File: config.mk
export PLATFORM = sky130hd
export DESIGN_NAME = multicycle_ctrl
export DESIGN_NICKNAME = d
export VERILOG_FILES = /design/src/rtl/rv_mc_pkg.sv /design/src/rtl/aludec.sv /design/src/rtl/multicycle_ctrl.sv
export SDC_FILE = /design/constraint.sdc
export NUM_CORES = 1
export LEC_CHECK = 0
export CELL_PAD_IN_SITES_DETAIL_PLACEMENT = 1
export CELL_PAD_IN_SITES_GLOBAL_PLACEMENT = 2
export CORE_ASPECT_RATIO = 1.1
export CORE_MARGIN = 3
export CORE_UTILIZATION = 20
export CTS_BUF_LIST = sky130_fd_sc_hd__clkbuf_8
export CTS_CLUSTER_SIZE = 30
export DETAILED_ROUTE_END_ITERATION = 10
export HOLD_SLACK_MARGIN = 0.05
export PLACE_DENSITY = 0.84
export SYNTH_ARGS = -nofsm -noshare
export SYNTH_HDL_FRONTEND = slang
export SYNTH_SLANG_ARGS = --single-unit
File: constraint.sdc
create_clock -name clk -period 1.7 [get_ports clk]
set_input_delay 0.425 -clock clk [delete_from_list [all_inputs] [get_ports clk]]
set_output_delay 0.425 -clock clk [all_outputs]
set_load 0.02 [all_outputs]
File: src/rtl/rv_mc_pkg.sv
// rv_mc_pkg
// Shared definitions for the multicycle RISC-V control unit and datapath.
// Contents: FSM state codes, mux-select encodings for the datapath, internal
// ALUOp encodings, supported opcodes, and a helper that recognises them.
package rv_mc_pkg;

  // Debug-visible state codes; 11..15 are unused and recover to FETCH
  typedef enum logic [3:0] {
    FETCH    = 4'd0,
    DECODE   = 4'd1,
    MEMADR   = 4'd2,
    MEMREAD  = 4'd3,
    MEMWB    = 4'd4,
    MEMWRITE = 4'd5,
    EXECUTER = 4'd6,
    EXECUTEI = 4'd7,
    ALUWB    = 4'd8,
    BEQ      = 4'd9,
    JAL      = 4'd10
  } statetype_e;

  // ALU operand A select
  localparam logic [1:0] SRCA_PC    = 2'b00;
  localparam logic [1:0] SRCA_OLDPC = 2'b01;
  localparam logic [1:0] SRCA_RS1   = 2'b10;

  // ALU operand B select
  localparam logic [1:0] SRCB_RS2  = 2'b00;
  localparam logic [1:0] SRCB_IMM  = 2'b01;
  localparam logic [1:0] SRCB_FOUR = 2'b10;

  // Result bus select
  localparam logic [1:0] RES_ALUOUT    = 2'b00;
  localparam logic [1:0] RES_DATA      = 2'b01;
  localparam logic [1:0] RES_ALURESULT = 2'b10;

  // Memory address select
  localparam logic ADR_PC     = 1'b0;
  localparam logic ADR_RESULT = 1'b1;

  // Internal ALUOp handed to the ALU decoder
  localparam logic [1:0] ALUOP_ADD    = 2'b00;
  localparam logic [1:0] ALUOP_SUB    = 2'b01;
  localparam logic [1:0] ALUOP_DECODE = 2'b10;

  // Immediate format select
  localparam logic [1:0] IMM_I = 2'b00;
  localparam logic [1:0] IMM_S = 2'b01;
  localparam logic [1:0] IMM_B = 2'b10;
  localparam logic [1:0] IMM_J = 2'b11;

  // Supported opcodes
  localparam logic [6:0] OP_LW    = 7'b0000011;
  localparam logic [6:0] OP_SW    = 7'b0100011;
  localparam logic [6:0] OP_RTYPE = 7'b0110011;
  localparam logic [6:0] OP_ITYPE = 7'b0010011;
  localparam logic [6:0] OP_BEQ   = 7'b1100011;
  localparam logic [6:0] OP_JAL   = 7'b1101111;

  // True when the controller knows how to sequence this opcode
  function automatic logic isLegalOp(input logic [6:0] opcode);
    return (opcode == OP_LW) || (opcode == OP_SW) || (opcode == OP_RTYPE) ||
           (opcode == OP_ITYPE) || (opcode == OP_BEQ) || (opcode == OP_JAL);
  endfunction

endpackage

File: src/rtl/aludec.sv
// aludec
// Maps the controller's ALUOp plus instruction fields onto an ALU operation.
// Ports:
//   opb5       - bit 5 of the opcode (separates R-type from I-type)
//   funct3     - instruction funct3 field
//   funct7b5   - bit 5 of funct7 (sub vs add for R-type)
//   ALUOp      - 00 add, 01 sub, 10 decode from funct fields
//   ALUControl - ALU operation code
module aludec
  import rv_mc_pkg::*;
(
  input  logic       opb5,
  input  logic [2:0] funct3,
  input  logic       funct7b5,
  input  logic [1:0] ALUOp,
  output logic [2:0] ALUControl
);

  logic rtypeSub;

  // Only R-type uses funct7b5 to pick sub; addi with a set bit 30 is still add
  assign rtypeSub = funct7b5 & opb5;

  // Forced add/sub for address and branch work, otherwise decode funct3.
  // Unknown funct3 values fall back to add so the ALU never sees X.
  always_comb begin
    ALUControl = 3'b000;
    case (ALUOp)
      ALUOP_ADD: ALUControl = 3'b000;
      ALUOP_SUB: ALUControl = 3'b001;
      default: begin
        case (funct3)
          3'b000:  ALUControl = rtypeSub ? 3'b001 : 3'b000;
          3'b010:  ALUControl = 3'b101;
          3'b110:  ALUControl = 3'b011;
          3'b111:  ALUControl = 3'b010;
          default: ALUControl = 3'b000;
        endcase
      end
    endcase
  end

endmodule

File: src/rtl/multicycle_ctrl.sv
// multicycle_ctrl
// Moore control FSM for the multicycle RISC-V core with a unified memory.
// Parameter MEM_WAIT (0..7) adds wait cycles to FETCH and MEMREAD.
// Ports:
//   clk, reset                 - clock and asynchronous active-high reset
//   op, funct3, funct7b5       - fields from the instruction register
//   Zero                       - ALU zero flag, used by beq
//   PCWrite, AdrSrc, IRWrite,
//   MemWrite, RegWrite         - datapath write enables / address select
//   ResultSrc, ALUSrcA,
//   ALUSrcB, ImmSrc            - datapath mux selects
//   ALUControl                 - ALU operation
//   illegal                    - one-cycle pulse in DECODE of an unsupported op
//   state                      - current state, debug only
module multicycle_ctrl
  import rv_mc_pkg::*;
#(
  parameter int unsigned MEM_WAIT = 0
)(
  input  logic       clk,
  input  logic       reset,
  input  logic [6:0] op,
  input  logic [2:0] funct3,
  input  logic       funct7b5,
  input  logic       Zero,
  output logic       PCWrite,
  output logic       AdrSrc,
  output logic       IRWrite,
  output logic       MemWrite,
  output logic       RegWrite,
  output logic [1:0] ResultSrc,
  output logic [1:0] ALUSrcA,
  output logic [1:0] ALUSrcB,
  output logic [1:0] ImmSrc,
  output logic [2:0] ALUControl,
  output logic       illegal,
  output logic [3:0] state
);

  localparam logic [2:0] WAIT_LAST = 3'(MEM_WAIT);

  statetype_e state_q, state_d;
  logic [2:0] waitCnt_q, waitCnt_d;
  logic       lastWait;
  logic       pcWriteRaw, irWriteRaw, memWriteRaw, regWriteRaw;
  logic [1:0] aluOp;

  // Final cycle of a memory access: the counter has reached the wait budget
  assign lastWait = (waitCnt_q == WAIT_LAST);

  // State and wait counter; reset drops straight back to FETCH with a fresh count
  always_ff @(posedge clk or posedge reset) begin
    if (reset) begin
      state_q   <= FETCH;
      waitCnt_q <= 3'd0;
    end else begin
      state_q   <= state_d;
      waitCnt_q <= waitCnt_d;
    end
  end

  // Next-state logic. The counter only runs while FETCH or MEMREAD is being
  // held; any transition zeroes it, so both states always start from zero.
  always_comb begin
    state_d   = FETCH;
    waitCnt_d = 3'd0;
    case (state_q)
      FETCH: begin
        if (lastWait) begin
          state_d = DECODE;
        end else begin
          state_d   = FETCH;
          waitCnt_d = waitCnt_q + 3'd1;
        end
      end
      DECODE: begin
        case (op)
          OP_LW, OP_SW: state_d = MEMADR;
          OP_RTYPE:     state_d = EXECUTER;
          OP_ITYPE:     state_d = EXECUTEI;
          OP_BEQ:       state_d = BEQ;
          OP_JAL:       state_d = JAL;
          default:      state_d = FETCH;
        endcase
      end
      MEMADR: state_d = (op == OP_SW) ? MEMWRITE : MEMREAD;
      MEMREAD: begin
        if (lastWait) begin
          state_d = MEMWB;
        end else begin
          state_d   = MEMREAD;
          waitCnt_d = waitCnt_q + 3'd1;
        end
      end
      EXECUTER, EXECUTEI, JAL: state_d = ALUWB;
      default: state_d = FETCH;
    endcase
  end

  // Per-state datapath controls. Everything defaults to zero/PC/add so only
  // the deviations are listed. BEQ's PCWrite follows Zero directly.
  always_comb begin
    pcWriteRaw  = 1'b0;
    irWriteRaw  = 1'b0;
    memWriteRaw = 1'b0;
    regWriteRaw = 1'b0;
    AdrSrc      = ADR_PC;
    ResultSrc   = RES_ALUOUT;
    ALUSrcA     = SRCA_PC;
    ALUSrcB     = SRCB_RS2;
    aluOp       = ALUOP_ADD;
    case (state_q)
      FETCH: begin
        ALUSrcB    = SRCB_FOUR;
        ResultSrc  = RES_ALURESULT;
        irWriteRaw = lastWait;
        pcWriteRaw = lastWait;
      end
      DECODE: begin
        ALUSrcA = SRCA_OLDPC;
        ALUSrcB = SRCB_IMM;
      end
      MEMADR: begin
        ALUSrcA = SRCA_RS1;
        ALUSrcB = SRCB_IMM;
      end
      MEMREAD:  AdrSrc = ADR_RESULT;
      MEMWB: begin
        ResultSrc   = RES_DATA;
        regWriteRaw = 1'b1;
      end
      MEMWRITE: begin
        AdrSrc      = ADR_RESULT;
        memWriteRaw = 1'b1;
      end
      EXECUTER: begin
        ALUSrcA = SRCA_RS1;
        ALUSrcB = SRCB_RS2;
        aluOp   = ALUOP_DECODE;
      end
      EXECUTEI: begin
        ALUSrcA = SRCA_RS1;
        ALUSrcB = SRCB_IMM;
        aluOp   = ALUOP_DECODE;
      end
      ALUWB:    regWriteRaw = 1'b1;
      BEQ: begin
        ALUSrcA    = SRCA_RS1;
        ALUSrcB    = SRCB_RS2;
        aluOp      = ALUOP_SUB;
        pcWriteRaw = Zero;
      end
      JAL: begin
        ALUSrcA    = SRCA_OLDPC;
        ALUSrcB    = SRCB_FOUR;
        pcWriteRaw = 1'b1;
      end
      default: ;
    endcase
  end

  // Immediate format depends only on the opcode, not on the state
  always_comb begin
    case (op)
      OP_SW:   ImmSrc = IMM_S;
      OP_BEQ:  ImmSrc = IMM_B;
      OP_JAL:  ImmSrc = IMM_J;
      default: ImmSrc = IMM_I;
    endcase
  end

  // Write enables are masked during reset: the reset state is FETCH, which
  // would otherwise raise IRWrite/PCWrite when MEM_WAIT is zero.
  assign PCWrite  = pcWriteRaw  & ~reset;
  assign IRWrite  = irWriteRaw  & ~reset;
  assign MemWrite = memWriteRaw & ~reset;
  assign RegWrite = regWriteRaw & ~reset;
  assign illegal  = (state_q == DECODE) & ~isLegalOp(op) & ~reset;
  assign state    = state_q;

  aludec u_aludec (
    .opb5      (op[5]),
    .funct3    (funct3),
    .funct7b5  (funct7b5),
    .ALUOp     (aluOp),
    .ALUControl(ALUControl)
  );

endmodule

== Word-level counts from Yosys, hierarchy flattened ==
Index checks and enable logic that the tools add are counted.
W data, S select, Z words.

* Add/sub/neg operators: 1
* Eq/ne operators: 20
* Muxes and demuxes: 20
* Bitwise logic cells: 9
* Reduce and logical (&&, ||, !) cells: 19

{| class="wikitable"
|+ Operator list
! kind !! count
|-
| $pmux W4 S5 || 2
|-
| $eq A4 B3 Y1 const B || 4
|-
| $pmux W2 S2 || 4
|-
| $eq A7 B6 Y1 const B || 2
|-
| $eq A7 B7 Y1 const B || 2
|-
| $reduce_or A2 Y1 || 7
|-
| $eq A4 B4 Y1 const B || 3
|-
| $mux W3 || 4
|-
| $pmux W3 S4 || 1
|-
| $eq A4 B2 Y1 const B || 2
|-
| $and A1 B1 Y1 || 7
|-
| $eq A7 B2 Y1 const B || 1
|-
| $eq A7 B5 Y1 const B || 1
|-
| $eq A3 B3 Y1 const B || 2
|-
| $logic_not A3 Y1 || 2
|-
| $mux W1 || 6
|-
| $pmux W2 S3 || 1
|-
| $pmux W3 S2 || 1
|-
| $reduce_or A3 Y1 || 2
|-
| $logic_or A1 B1 Y1 || 5
|-
| $eq A4 B1 Y1 const B || 1
|-
| $logic_not A4 Y1 || 1
|-
| $reduce_or A4 Y1 || 1
|-
| $add A3 B1 Y3 const B || 1
|-
| other kinds (5) || 6
|}

* Flip-flop bits (word level): 7
* Bits of input ports: 14
* Output and inout port bits: 21
* Word-level logic and storage cells: 71

== Longest topological paths before layout ==
* Word-level depth: 9
* Mapped depth: 6
* Depth with buffers taken out: 6

== Hierarchy ==
A second synthesis with hierarchy kept.

* Cells, all modules: 94
* Area, all modules: 752.0 um^2

{| class="wikitable"
|+ Modules (own cells, without submodules)
! module !! times used !! cells each !! area each (um^2) !! sequential area each (um^2)
|-
| multicycle_ctrl || 1 || 87 || 709.4 || 175.2
|-
| aludec || 1 || 7 || 42.5 || 0.0
|}

== Worst setup path after synthesis ==
OpenSTA, ideal clock, no wires.

* Kind: register to output
* Start: register state_q[1] (netlist: state[1])
* End: output port ALUControl[2]
* Data arrival time: 1.784 ns
* Required time: 1.275 ns
* Slack: -0.509 ns
* Stages on the path, launching flop included: 5
* Path buffers: 2
* Cell sequence: dfrtp_1 > clkbuf_1 > buf_1 > nand2_1 > nor4_1

* Cells in the longest elaborated chain, start to end: 5
* Elaborated cells on any way between the ends: 8
* Those cells by class: eq/ne: 4; mux: 2; reduce/logical: 2

{| class="wikitable"
|+ Ends and longest elaborated chain
! what !! RTL line !! text
|-
| from (decl) || multicycle_ctrl.sv:42 || <nowiki>statetype_e state_q, state_d;</nowiki>
|-
| from (signal assigned) || multicycle_ctrl.sv:57 || <nowiki>state_q <= state_d;</nowiki>
|-
| $eq A4 B3 Y1 || multicycle_ctrl.sv:112 || <nowiki>case (state_q)</nowiki>
|-
| $reduce_or A2 Y1 (no line) || n/a ||
|-
| $pmux W2 S2 (*) || multicycle_ctrl.sv:112 ||
|-
| $eq A2 B1 Y1 / $logic_not A2 Y1 (equally long branches) || aludec.sv:28 || <nowiki>case (ALUOp)</nowiki>
|-
| $pmux W3 S2 (*) || aludec.sv:28 ||
|-
| to (decl) || multicycle_ctrl.sv:35 || <nowiki>output logic [2:0] ALUControl,</nowiki>
|}

Mark *: on every way between the ends. The rest lies on a longest branch, timed or not.

== Worst setup path after layout ==
* Start: input port Zero
* End: output port PCWrite

* Cells in the longest elaborated chain, start to end: 2

{| class="wikitable"
|+ Ends and longest elaborated chain
! what !! RTL line !! text
|-
| from (decl) || multicycle_ctrl.sv:25 || <nowiki>input logic Zero,</nowiki>
|-
| $pmux W1 S3 || multicycle_ctrl.sv:112 ||
|-
| $and A1 B1 Y1 || multicycle_ctrl.sv:174 || <nowiki>assign PCWrite = pcWriteRaw & ~reset;</nowiki>
|-
| to (decl) || multicycle_ctrl.sv:26 || <nowiki>output logic PCWrite,</nowiki>
|}

No other way between the ends.

==> flow_metrics.env <==
export IMPL_hold_viol=0
export IMPL_gr_total_overflow=0
export IMPL_worstSetupPathType="in2out"
export IMPL_diodes=0
export IMPL_via_per_inst=4.86
export IMPL_ios=35
export IMPL_port_buffers=34
export IMPL_rsz0062_at_grt="true"
export IMPL_setup_worst_path_end_class="output pin"
export IMPL_nNetsFinal=194
export IMPL_cts_tree="done"
export IMPL_vias=1026
export IMPL_drc=0
export IMPL_coreArea_um2=3150
export IMPL_status="finished, violations left"
export IMPL_die_h_um=67.1
export IMPL_final_core_util=0.550
export IMPL_grt_pass1_wl_um=5500
export IMPL_htree_levels=1
export IMPL_drive_above_1_share=0.672
export IMPL_yosys_warnings=0
export IMPL_syn_num_nets=113
export IMPL_start_util=0.215
export IMPL_finalSetupViolCount=15
export IMPL_synth_seq_area_share=0.258
export IMPL_final_setup_skew_ns=0.00233
export IMPL_numCtsBuffers=3
export IMPL_syn_inst=97
export IMPL_root_buffer="clkbuf_8"
export IMPL_ys_ff_latch=7
export IMPL_clk_latency_ns=0.22
export IMPL_power_density_nw_per_um2=892
export IMPL_slew_violations=0
export IMPL_fp_dieW_um=61.6
export IMPL_antenna_found_initial=0
export IMPL_dpl_hpwl_um=2560
export IMPL_cp_data_arrival_time_ns=1.50
export IMPL_grt_util_all_layers=0.177
export IMPL_setup_slack_ns=-0.224
export IMPL_worstPathMaxFanout=1
export IMPL_wire_per_inst_um=16.9
export IMPL_fp_dieArea_um2=4130
export IMPL_crit_required_ns=1.27
export IMPL_cts_buffer_depth=2
export IMPL_gp_congestion=0.698
export IMPL_rows=21
export IMPL_drtIter0Drc=10
export IMPL_relSlewSlack=0.790
export IMPL_syn_area_um2=679
export IMPL_syn_area_per_cell_um2=7.00
export IMPL_worst_pin_slew_ns=0.314
export IMPL_final_cell_mix="48 x buf_4, 20 x buf_6, 7 x nor2_1, 6 x inv_1, 6 x dlygate4sd2_1"
export IMPL_first_global_vias=1170
export IMPL_wirelength_um=3560
export IMPL_ir_drop_mv=0.379
export IMPL_holdWs_ns=0.373
export IMPL_synth_cell_types=31
export IMPL_firstDrtPassIters=4
export IMPL_mostFrequentLayoutCell="buf_4"
export IMPL_max_freq_mhz=520
export IMPL_hold_class="in2async"
export IMPL_maxCapViolations=0
export IMPL_fin_crit_ns=1.92
export IMPL_start_kind="input port"
export IMPL_violations="negative setup slack"
export IMPL_cts_sinks=7
export IMPL_dp_slack_ns=-1.01
export IMPL_finalCritPeriodShare=1.13
export IMPL_fillers=365
export IMPL_syn2layout_area_growth_pct=155
export IMPL_detail_route_antenna_nets=0
export IMPL_p_leak_uw=0.000830
export IMPL_grt_start_max_net_pins=12
export IMPL_clk_pin_slew_worst_paths_ns=0.04
registers in the layout (all words and copies together), names as in the netlist:
signal,cells
waitCnt_q,3
state,4
kinds of logic (layout without fill, tap and decap cells):
group,after synthesis,in the layout,share of synthesized area
DFF,7,7,0.258
adders and majority gates,2,2,0.0368
and+or+nand+nor,50,50,0.376
buffers and inverters,13,93,0.0737
muxes,1,1,0.0147
AOI/OAI and AO/OA,19,19,0.177
xor gates and xnor gates,5,5,0.0645
per-layer routing:
metal | track usage | vias to the layer above | share of wire
met2 | 0.344 | 23 | 0.59
met4 | 0.0557 | 0 | 0.018
met1 | 0.188 | 504 | 0.36
met3 | 0.0268 | 6 | 0.031
li1 | - | 493 | -
met5 | 0 | - | 0
report_power, final:
group	switching (uW)	total, uW	internal (uW)	leakage, uW
Combinational	554	1090	541	0.000714
Sequential	41.8	230	188	0.0000893
Clock	67.7	223	156	0.0000269
layout make-up:
cell class | count | area (um2) | area share
flip-flops and latches | 7 | 180 | 0.104
well taps | 34 | 42.5 | 0.0245
inverters | 6 | 22.5 | 0.0130
multi-input cells | 77 | 717 | 0.413
clock inverters | 1 | 3.75 | 0.00216
repair buffers | 83 | 728 | 0.420
clock buffers | 3 | 41.3 | 0.0238
repair_timing:
item / 4_1_cts / 5_1_grt
hold buffers: 0 / 0
endpoints found under the setup margin: 24 / 17
buffers inserted: 11 / 9
pin swaps: 10 / 11
hold endpoints to repair: 0 / 0
resized for setup: 155 / 27
path summary, 6_finish.rpt:
| kind | from | to | slack [ns] | cells after the start |
|---|---|---|---|---|
| hold / removal | reset | waitCnt_q[1] | 0.37 | 4 |
| setup / recovery | Zero | PCWrite | -0.22 | 6 |
| min in group clk | op[3] | state[2] | 0.67 | 4 |
| hold reg to reg | waitCnt_q[0] | waitCnt_q[0] | 0.72 | 4 |
| max in group asynchronous | reset | state[2] | 1.19 | 4 |
| setup reg to reg | waitCnt_q[1] | state[2] | 0.22 | 8 |
critical path: stages:
cell and delay, ns:
clkdlybuf4s50_1 0.46, and3_1 0.17, a21oi_2 0.05, a2bb2oi_2 0.13
nor3_2 0.11, buf_4 0.16
per-stage QoR:
step                setup TNS, ns  cells  area, um2  total power, uW
floorplan                       0     97        835              720
CTS                         -1.91    204       1620             1480
global route                -2.31    211       1740             1650
detailed placement         -10.53    189       1390             1200
global placement            -9.57    189       1390             1160
finish                      -1.44    211       1740             1550
Yosys cell counts:
cell / count / area [um2]
nand2_1: 9 / 33.8
nand3b_1: 1 / 7.51
and3b_1: 1 / 8.76
nand2b_1: 4 / 25.0
ha_1: 2 / 25.0
mux2i_1: 1 / 10.0
a22o_1: 2 / 17.5
nor2_1: 12 / 45.0
nor2b_1: 2 / 12.5
clkbuf_1: 5 / 18.8
xnor2_1: 2 / 17.5
buf_1: 1 / 3.75
xor2_1: 3 / 26.3
nor3_1: 9 / 45.0
o31ai_1: 1 / 7.51
a21oi_1: 5 / 25.0
o22ai_1: 2 / 12.5
inv_1: 6 / 22.5
nor3b_1: 3 / 22.5
a2bb2oi_1: 1 / 8.76
or2_2: 1 / 6.26
and3_1: 2 / 12.5
a31oi_1: 1 / 6.26
nor4_1: 3 / 18.8
o31a_1: 1 / 8.76
o2bb2ai_1: 1 / 8.76
nand3_1: 2 / 10.0
or4_1: 1 / 7.51
buf_2: 1 / 5.00
o21ai_0: 5 / 25.0
dfrtp_1: 7 / 175
Power figures use the tool's default switching activity.
